--- src/rtl/hidden_layer_seq_if.sv ---
// Bus bundle between the hidden-layer sequencer, its environment and the shared neuron.
interface hidden_layer_seq_if #(
  parameter int unsigned NUM_NEURONS = 4
) ();
  localparam int unsigned RES_W = 10 * NUM_NEURONS;

  logic             cfg_start_i;
  logic             cfg_valid_i;
  logic [7:0]       cfg_data_i;
  logic             cfg_ready_o;
  logic             x_valid_i;
  logic [3:0]       x_i;
  logic             x_ready_o;
  logic [3:0]       nx_o;
  logic [7:0]       nw0_o;
  logic [7:0]       nw1_o;
  logic [7:0]       nw2_o;
  logic [7:0]       nw3_o;
  logic             nen_o;
  logic [9:0]       nh_i;
  logic             res_valid_o;
  logic             res_ready_i;
  logic [RES_W-1:0] res_o;

  // Environment side: configuration source, sample source, result sink and neuron.
  modport master (
    output cfg_start_i, cfg_valid_i, cfg_data_i, x_valid_i, x_i, nh_i, res_ready_i,
    input  cfg_ready_o, x_ready_o, nx_o, nw0_o, nw1_o, nw2_o, nw3_o, nen_o,
           res_valid_o, res_o
  );

  // Sequencer side.
  modport slave (
    input  cfg_start_i, cfg_valid_i, cfg_data_i, x_valid_i, x_i, nh_i, res_ready_i,
    output cfg_ready_o, x_ready_o, nx_o, nw0_o, nw1_o, nw2_o, nw3_o, nen_o,
           res_valid_o, res_o
  );
endinterface

--- src/rtl/hidden_layer_seq.sv ---
// Time-multiplexes one hidden_neuron datapath across NUM_NEURONS logical neurons:
// loads a weight table, sequences one neuron per cycle, collects the results.
module hidden_layer_seq #(
  parameter int unsigned NUM_NEURONS = 4
) (
  input logic               clk_i,
  input logic               rst_i,
  hidden_layer_seq_if.slave bus
);
  localparam int unsigned IDX_W = (NUM_NEURONS > 1) ? $clog2(NUM_NEURONS) : 1;
  localparam int unsigned TBL_W = IDX_W + 2;
  localparam int unsigned TBL_N = 4 * NUM_NEURONS;
  localparam int unsigned H_W   = 10;

  localparam logic [TBL_W-1:0] CFG_LAST = TBL_W'(TBL_N - 1);
  localparam logic [IDX_W-1:0] IDX_LAST = IDX_W'(NUM_NEURONS - 1);

  typedef enum logic [2:0] {
    S_CFG,
    S_IDLE,
    S_RUN,
    S_DRAIN,
    S_DONE
  } state_e;

  state_e                         state_q;
  logic [TBL_N-1:0][7:0]          tbl_q;
  logic [TBL_W-1:0]               cfg_cnt_q;
  logic [IDX_W-1:0]               idx_q;
  logic [IDX_W-1:0]               idx_inc;
  logic [3:0]                     x_q;
  logic                           cfg_ready_q;
  logic                           x_ready_q;
  logic [3:0]                     nx_q;
  logic [3:0][7:0]                nw_q;
  logic [3:0][7:0]                w_nxt;
  logic                           nen_q;
  logic                           res_valid_q;
  logic                           cap_en_q;
  logic [IDX_W-1:0]               cap_idx_q;
  logic [NUM_NEURONS-1:0][H_W-1:0] res_q;

  // Weights of the neuron that follows the one currently on the bus.
  always_comb begin
    idx_inc = idx_q + IDX_W'(1);
    w_nxt   = '0;
    for (int k = 0; k < 4; k++) begin
      w_nxt[k] = tbl_q[{idx_inc, 2'(k)}];
    end
  end

  // Control FSM with its registered outputs and the weight table.
  always_ff @(posedge clk_i or negedge rst_i) begin
    if (!rst_i) begin
      state_q     <= S_CFG;
      tbl_q       <= '0;
      cfg_cnt_q   <= '0;
      idx_q       <= '0;
      x_q         <= '0;
      cfg_ready_q <= 1'b1;
      x_ready_q   <= 1'b0;
      nx_q        <= '0;
      nw_q        <= '0;
      nen_q       <= 1'b0;
      res_valid_q <= 1'b0;
    end else begin
      case (state_q)
        S_CFG: begin
          if (bus.cfg_valid_i) begin
            tbl_q[cfg_cnt_q] <= bus.cfg_data_i;
            if (cfg_cnt_q == CFG_LAST) begin
              cfg_cnt_q   <= '0;
              state_q     <= S_IDLE;
              cfg_ready_q <= 1'b0;
              x_ready_q   <= 1'b1;
            end else begin
              cfg_cnt_q <= cfg_cnt_q + TBL_W'(1);
            end
          end
        end
        S_IDLE: begin
          // A sample takes priority over a configuration restart.
          if (bus.x_valid_i) begin
            x_q       <= bus.x_i;
            idx_q     <= '0;
            state_q   <= S_RUN;
            x_ready_q <= 1'b0;
            nen_q     <= 1'b1;
            nx_q      <= bus.x_i;
            nw_q      <= tbl_q[3:0];
          end else if (bus.cfg_start_i) begin
            cfg_cnt_q   <= '0;
            state_q     <= S_CFG;
            x_ready_q   <= 1'b0;
            cfg_ready_q <= 1'b1;
          end
        end
        S_RUN: begin
          if (idx_q == IDX_LAST) begin
            state_q <= S_DRAIN;
            nen_q   <= 1'b0;
            nx_q    <= '0;
            nw_q    <= '0;
          end else begin
            idx_q <= idx_inc;
            nx_q  <= x_q;
            nw_q  <= w_nxt;
          end
        end
        S_DRAIN: begin
          state_q     <= S_DONE;
          res_valid_q <= 1'b1;
        end
        S_DONE: begin
          if (bus.res_ready_i) begin
            state_q     <= S_IDLE;
            res_valid_q <= 1'b0;
            x_ready_q   <= 1'b1;
          end
        end
        default: begin
          state_q     <= S_CFG;
          cfg_cnt_q   <= '0;
          cfg_ready_q <= 1'b1;
          x_ready_q   <= 1'b0;
          nen_q       <= 1'b0;
          res_valid_q <= 1'b0;
        end
      endcase
    end
  end

  // Capture the neuron's registered result one cycle after it was driven.
  always_ff @(posedge clk_i or negedge rst_i) begin
    if (!rst_i) begin
      cap_en_q  <= 1'b0;
      cap_idx_q <= '0;
      res_q     <= '0;
    end else begin
      cap_en_q  <= nen_q;
      cap_idx_q <= idx_q;
      if (cap_en_q) begin
        res_q[cap_idx_q] <= bus.nh_i;
      end
    end
  end

  assign bus.cfg_ready_o = cfg_ready_q;
  assign bus.x_ready_o   = x_ready_q;
  assign bus.nx_o        = nx_q;
  assign bus.nw0_o       = nw_q[0];
  assign bus.nw1_o       = nw_q[1];
  assign bus.nw2_o       = nw_q[2];
  assign bus.nw3_o       = nw_q[3];
  assign bus.nen_o       = nen_q;
  assign bus.res_valid_o = res_valid_q;
  assign bus.res_o       = res_q;
endmodule

--- src/flat_wrapper.sv ---
// flat-port wrapper written by rule: the top's interface ports become plain ports
module hidden_layer_seq_flat 
#(
  parameter int unsigned NUM_NEURONS = 4
)
  (clk_i, rst_i, bus_cfg_start_i, bus_cfg_valid_i, bus_cfg_data_i, bus_x_valid_i, bus_x_i, bus_nh_i, bus_res_ready_i, bus_cfg_ready_o, bus_x_ready_o, bus_nx_o, bus_nw0_o, bus_nw1_o, bus_nw2_o, bus_nw3_o, bus_nen_o, bus_res_valid_o, bus_res_o);
  hidden_layer_seq_if #(.NUM_NEURONS(NUM_NEURONS)) bus_i ();
  input logic clk_i;
  input logic rst_i;
  input wire logic [$bits(bus_i.cfg_start_i)-1:0] bus_cfg_start_i;
  input wire logic [$bits(bus_i.cfg_valid_i)-1:0] bus_cfg_valid_i;
  input wire logic [$bits(bus_i.cfg_data_i)-1:0] bus_cfg_data_i;
  input wire logic [$bits(bus_i.x_valid_i)-1:0] bus_x_valid_i;
  input wire logic [$bits(bus_i.x_i)-1:0] bus_x_i;
  input wire logic [$bits(bus_i.nh_i)-1:0] bus_nh_i;
  input wire logic [$bits(bus_i.res_ready_i)-1:0] bus_res_ready_i;
  output wire logic [$bits(bus_i.cfg_ready_o)-1:0] bus_cfg_ready_o;
  output wire logic [$bits(bus_i.x_ready_o)-1:0] bus_x_ready_o;
  output wire logic [$bits(bus_i.nx_o)-1:0] bus_nx_o;
  output wire logic [$bits(bus_i.nw0_o)-1:0] bus_nw0_o;
  output wire logic [$bits(bus_i.nw1_o)-1:0] bus_nw1_o;
  output wire logic [$bits(bus_i.nw2_o)-1:0] bus_nw2_o;
  output wire logic [$bits(bus_i.nw3_o)-1:0] bus_nw3_o;
  output wire logic [$bits(bus_i.nen_o)-1:0] bus_nen_o;
  output wire logic [$bits(bus_i.res_valid_o)-1:0] bus_res_valid_o;
  output wire logic [$bits(bus_i.res_o)-1:0] bus_res_o;
  assign bus_i.cfg_start_i = bus_cfg_start_i;
  assign bus_i.cfg_valid_i = bus_cfg_valid_i;
  assign bus_i.cfg_data_i = bus_cfg_data_i;
  assign bus_i.x_valid_i = bus_x_valid_i;
  assign bus_i.x_i = bus_x_i;
  assign bus_i.nh_i = bus_nh_i;
  assign bus_i.res_ready_i = bus_res_ready_i;
  assign bus_cfg_ready_o = bus_i.cfg_ready_o;
  assign bus_x_ready_o = bus_i.x_ready_o;
  assign bus_nx_o = bus_i.nx_o;
  assign bus_nw0_o = bus_i.nw0_o;
  assign bus_nw1_o = bus_i.nw1_o;
  assign bus_nw2_o = bus_i.nw2_o;
  assign bus_nw3_o = bus_i.nw3_o;
  assign bus_nen_o = bus_i.nen_o;
  assign bus_res_valid_o = bus_i.res_valid_o;
  assign bus_res_o = bus_i.res_o;
  hidden_layer_seq #(.NUM_NEURONS(NUM_NEURONS)) u_core (.clk_i(clk_i), .rst_i(rst_i), .bus(bus_i));
endmodule
--- config.mk ---
export PLATFORM = sky130hd
export DESIGN_NAME = hidden_layer_seq_flat
export DESIGN_NICKNAME = d
export VERILOG_FILES = /design/src/rtl/hidden_layer_seq_if.sv /design/src/rtl/hidden_layer_seq.sv /design/src/flat_wrapper.sv
export SDC_FILE = /design/constraint.sdc
export NUM_CORES = 1
export LEC_CHECK = 0
export CAP_MARGIN = 40
export CORE_MARGIN = 3
export CORE_UTILIZATION = 53
export CTS_BUF_LIST = sky130_fd_sc_hd__clkbuf_8
export CTS_CLUSTER_SIZE = 24
export DETAILED_ROUTE_END_ITERATION = 7
export PLACE_DENSITY = 0.91
export SLEW_MARGIN = 10
export SYNTH_ARGS = -nofsm -noshare
export SYNTH_HDL_FRONTEND = slang
export SYNTH_SLANG_ARGS = --single-unit
--- constraint.sdc ---
create_clock -name clk_i -period 2.1 [get_ports clk_i]
set_clock_uncertainty 0.2 [all_clocks]
set_input_delay 0.21 -clock clk_i [delete_from_list [all_inputs] [get_ports clk_i]]
set_output_delay 0.21 -clock clk_i [all_outputs]
set_load 0.005 [all_outputs]
-- Word-level counts from Yosys, hierarchy flattened
Cells that the tools add are included.
- add/subtract/negate cells: 2
- order comparisons: 8
- equality and inequality tests: 15
- muxes and demuxes: 51
- bitwise operators: 4
- reductions and logical operators: 18
- operators with widths (kind ; count):
    bitwise mux 128 bit ; 1
    binary-select mux 8 bit (select 2 bit) ; 4
    2-to-1 mux 32 bit ; 2
    case mux 32 bit (2 select lines) ; 1
    bitwise mux 40 bit ; 1
    2-to-1 mux 8 bit ; 5
    demux 8 bit (select 4 bit) ; 1
    < comparator 4 x 5 -> 1 bit, second input constant ; 5
    2-to-1 mux 4 bit ; 6
    demux 10 bit (select 2 bit) ; 1
    2-to-1 mux 3 bit ; 6
    case mux 3 bit (5 select lines) ; 1
    AND reduction 5 bit ; 3
    2-to-1 mux 1 bit ; 12
    != test 2 bit, second input constant ; 6
    case mux 4 bit (3 select lines) ; 1
    2-to-1 mux 10 bit ; 1
    case mux 1 bit (3 select lines) ; 3
    OR reduction 3 bit ; 3
    case mux 4 bit (2 select lines) ; 1
    AND reduction 2 bit ; 4
    equality test 3 x 2 -> 1 bit, second input constant ; 2
    AND reduction 3 bit ; 2
    adder 4 x 1 -> 4 bit, second input constant ; 1
    other kinds (19) ; 25
- register bits after elaboration: 224
- input bits: 28

-- Longest topological paths before layout
- depth after elaboration: 5
- gate-level depth with buffers: 7

-- Worst setup path after synthesis
Ideal clock, no wire load.
- path kind: flip-flop to flip-flop
- start: register u_core.idx_q[0]
- end: register u_core.nw_q, in the netlist u_core.bus.nw0_o[4]
- setup time: 0.121 ns
- arrival: 1.739 ns
- setup slack: 0.040 ns
- stages on the path, launching flop included: 7
- cells stage by stage: dfrtp_1 -> ha_1 -> buf_1 -> clkbuf_1 -> mux4_2 -> a22oi_1 -> nand2_1
- longest elaborated chain between the ends: 5
- ends and longest elaborated chain (what ; RTL line ; RTL):
    start: declaration ; hidden_layer_seq.sv:29 ; logic [IDX_W-1:0] idx_q;
    start signal: assignment ; hidden_layer_seq.sv:105 ; idx_q <= idx_inc;
    adder 2 x 1 -> 2 bit ; hidden_layer_seq.sv:45 ; idx_inc = idx_q + IDX_W'(1);
    binary-select mux 8 bit (select 2 bit) ; hidden_layer_seq.sv:48 ; w_nxt[k] = tbl_q[{idx_inc, 2'(k)}];
    2-to-1 mux 8 bit (implied by the code) ; hidden_layer_seq.sv:48 ;
    2-to-1 mux 32 bit * ; hidden_layer_seq.sv:99 ; if (idx_q == IDX_LAST) begin
    case mux 32 bit (2 select lines) * ; hidden_layer_seq.sv:67 ; case (state_q)
    end signal: assignment ; hidden_layer_seq.sv:90 ; nw_q <= tbl_q[3:0];
    end signal: assignment ; hidden_layer_seq.sv:107 ; nw_q <= w_nxt;
    end: declaration ; hidden_layer_seq.sv:35 ; logic [3:0][7:0] nw_q;
Every way passes the cells marked *; elsewhere a longest branch is shown, timed or not. The select of a mux whose other input is x is not followed.
A chain may end at the register's enable or synchronous reset.

-- Worst setup path after layout
- start: register u_core.state_q[0]
- end: register u_core.tbl_q[123] in the netlist's numbering
- longest elaborated chain between the ends: 2
- ends and longest elaborated chain (what ; RTL line ; RTL):
    start: declaration ; hidden_layer_seq.sv:26 ; state_e state_q;
    start signal: assignment ; hidden_layer_seq.sv:55 ; state_q <= S_CFG;
    start signal: assignment ; hidden_layer_seq.sv:73 ; state_q <= S_IDLE;
    start signal: assignment ; hidden_layer_seq.sv:86 ; state_q <= S_RUN;
    zero test 3 bit ; hidden_layer_seq.sv:67 ;
    AND reduction 2 bit (no line) ; - ;
    end signal: indexed assignment ; hidden_layer_seq.sv:70 ; tbl_q[cfg_cnt_q] <= bus.cfg_data_i;
    end: declaration ; hidden_layer_seq.sv:27 ; logic [TBL_N-1:0][7:0] tbl_q;
No other way between the ends.

==> flow_summary_export.csv <==
group,metric,value,unit
global_route,grt_pass1_vias,6767,
clock_tree,cts_tree,"yes",
route,dr.pass1.iters,4,
global_route,grt_overflow,0,
placed_design,dpl_cell_area,0.01149,mm^2
floorplan,start_util,55.14,%
pwr,irDropWorstVdd,968.5,uV
yosys,yosys_warnings,0,
clock_tree,cts_buffer_depth,3,
placed_design,hpwl,14.20,mm
critical_path,crit_path_max_fanout,9,
route,routedWlPerCell,20.71,um
critical_path,cpPeakStageDelay,0.49,ns
sta,report.final.slew_viol_count,0,
sta,hold_ws,0.004789,ns
layout,final_cell_area,0.01228,mm^2
critical_path,critPathKind,"reg -> reg",
layout,antenna_cells,0,
yosys,synthArstFlopShare,100.0,%
critical_path,cp_data_arrival_time,2.30,ns
route,avgViaCountPerCell,5.808,
placed_design,placedCellCount,1019,
yosys,synthFlopType,"dfrtp_1",
clock_tree,numCtsBuffers,38,
sta,layout_setup_ws,0.009371,ns
critical_path,r2r_end,"u_core.tbl_q[123]",
yosys,syn_area,0.009736,mm^2
critical_path,end_kind,"register",
sta,maxSlewHeadroom,57.55,%
route,vias,6319,
layout,finalNetCount,870,
floorplan,core,0.01766,mm^2
layout,final_common_cell,"dfrtp_1",
clock_tree,insertion_delay,0.55,ns
placed_design,place.gp.congestion,0.8160,
yosys,postSynthAreaPerCell,14.55,um^2
floorplan,top_level_ports,108,
route,drc,0,
sta,period_share,99.55,%
floorplan,dieArea,0.02003,mm^2
route,drtIter0Drc,392,
sta,layout_min_cycle_time,2.091,ns
placed_design,post-place-ws,-0.2575,ns
placed_design,port-buffer-count,107,
sta,finalSetupViolCount,0,
sta,tns,0,ns
global_route,grt_max_degree,63,
layout,nFillCells,1149,
yosys,synth_cells,669,
job,max_cap_violations,0,
floorplan,die_y,141.5,um
global_route,grt_first_pass_wirelength,36.97,mm
layout,final_cells,1088,
clock_tree,cts_sinks,224,
critical_path,critPathRequiredTime,2.30,ns
pwr,p_per_area,1534,mW/mm^2
layout,layout-drive-gt1-share,39.98,%
sta,timing.fmax,478.3,MHz
yosys,ys_ff_latch,224,
sta,worst_pin_slew,0.6347,ns
layout,area_growth_syn_to_layout,26.18,%
critical_path,r2r_start,"u_core.state_q[0]",
yosys,seq_area_frac_synth,57.59,%
critical_path,ff2ff_setup_slack,0.009,ns
critical_path,worst_setup_path_start_kind,"register",
route,postRouteAntennaNets,0,
critical_path,crit_start,"u_core.state_q[0]",
clock_tree,htreeDepth,2,
sta,rsz0062_at_grt,"true",
floorplan,die_w,141.5,um
layout,layout_common_cells,"220 x dfrtp_1, 172 x mux2_2, 106 x clkdlybuf4s50_1, 72 x nand2_1, 47 x clkbuf_8",
yosys,ys_types,51,
floorplan,rows,48,
clock_tree,ctsRootBufferMaster,"clkbuf_8",
critical_path,r2r_cells,5,
global_route,track_usage,23.33,%
yosys,syn-num-nets,702,
route,wirelength,22.53,mm
global_route,grt_antenna_before_repair,0,
status,outcome,"completed",
sta,hold_violations,0,
critical_path,slowest_stage,"nor3_4",
pwr,cellLeakagePower,5.581,nW
critical_path,path_cells,"buf_4 -> and4bb_2 -> a211oi_2 -> nor3_4 -> mux2_2",
clock_tree,clkSlewWorstSetupHoldPaths,0.06,ns
worst_hold_path,hold_path_class,"in -> async",
yosys,synth_edf_count,0,
==> layer usage <==
layer	GRT usage, %	wire length [um]
met1	31.39	9254
met2	38.24	11450
met5	0	0
met3	4.449	1290
met4	8.434	538
==> critical path, delay by kind of cell (launching register included) <==
kind / cells / cell delay (ns)
AND/OR/NAND/NOR: 2 / 0.76
buffers and inverters: 1 / 0.16
multiplexers: 1 / 0.40
AO/OA/AOI/OAI: 1 / 0.06
flip-flops: 1 / 0.39
==> metrics by stage <==
| stage | util [%] | total power (W) |
|---|---|---|
| 2_1_floorplan | - | 0.01184 |
| 3_3_place_gp | 65.09 | 0.01472 |
| 3_5_place_dp | 65.09 | 0.01512 |
| 4_1_cts | 69.54 | 0.01892 |
| 5_1_grt | 69.57 | 0.01998 |
| 6_report | 69.57 | 0.01885 |
==> worst max path at each step <==
stage / end / slack, ns / depth (start not counted)
global placement: u_core.tbl_q[113] / -0.21 / 6
floorplan: u_core.bus.nw0_o[4] / 0.04 / 6
detailed placement: u_core.tbl_q[118] / -0.26 / 6
CTS: u_core.tbl_q[123] / 0.005 / 5
finish: u_core.tbl_q[123] / 0.009 / 5
global route: u_core.tbl_q[122] / -0.07 / 4
==> state kept, by name (all words and copies together) (netlist names), 8 cells and up <==
register          cells
u_core.bus.nw2_o      8
u_core.bus.nw0_o      8
u_core.bus.nw1_o      8
u_core.bus.res_o     40
u_core.tbl_q        128
u_core.bus.nw3_o      8
==> power by group <==
part | switching (W) | internal, W | total, W
logic | 0.00311 | 0.00465 | 0.00776
registers | 0.00115 | 0.00621 | 0.00736
clock network | 0.00172 | 0.00201 | 0.00373
total | 0.00598 | 0.0129 | 0.0188
==> final cells by class <==
type                       count  area, um^2  share of cell area, %
tap                          225       281.5                  2.292
clock buffer                  47       646.9                  5.266
clock inverter                19       80.08                 0.6519
multi-input combinational    398        3935                  32.03
timing repair buffer         166        1697                  13.81
sequential                   224        5610                  45.67
inverter                       9       33.78                 0.2750
==> cell usage after synthesis, types with 2 or more instances <==
master / n / area (um^2)
buf_1: 2 / 7.510
buf_2: 13 / 65.06
o31ai_1: 2 / 15.01
o21ai_0: 8 / 40.04
mux2_2: 172 / 1937
inv_1: 9 / 33.78
buf_6: 2 / 22.52
mux2i_1: 5 / 50.05
and3_1: 2 / 12.51
nor2_2: 3 / 18.77
mux4_2: 32 / 720.7
a22oi_1: 32 / 240.2
a21oi_1: 4 / 20.02
nor2_4: 5 / 56.30
buf_4: 5 / 37.54
nand3b_1: 6 / 45.04
nand2_1: 72 / 270.3
ha_1: 5 / 62.56
dfrtp_1: 223 / 5580
o32ai_1: 2 / 17.52
nand3_2: 5 / 50.05
clkbuf_1: 16 / 60.06
nand3_1: 7 / 35.03
nor2_1: 8 / 30.03
nand2b_1: 2 / 12.51
nor2b_1: 2 / 12.51
==> logic make-up after synthesis <==
| group | synth area share [%] |
|---|---|
| muxes | 27.93 |
| AOI/OAI and AO/OA | 4.138 |
| adders and majority gates | 0.6426 |
| and+or+nand+nor | 7.287 |
| buffers and inverters | 2.326 |
| xor gates and xnor gates | 0.08998 |
| DFF | 57.59 |
==> timing repair <==
item	4_1_cts	5_1_grt
setup endpoints to repair	27	78
pin swaps	4	0
setup buffers	2	0
resized for setup	2	2
endpoints found under the hold margin	223	0
hold buffers	1	0
No activity file was read; power rests on OpenSTA's default activity.
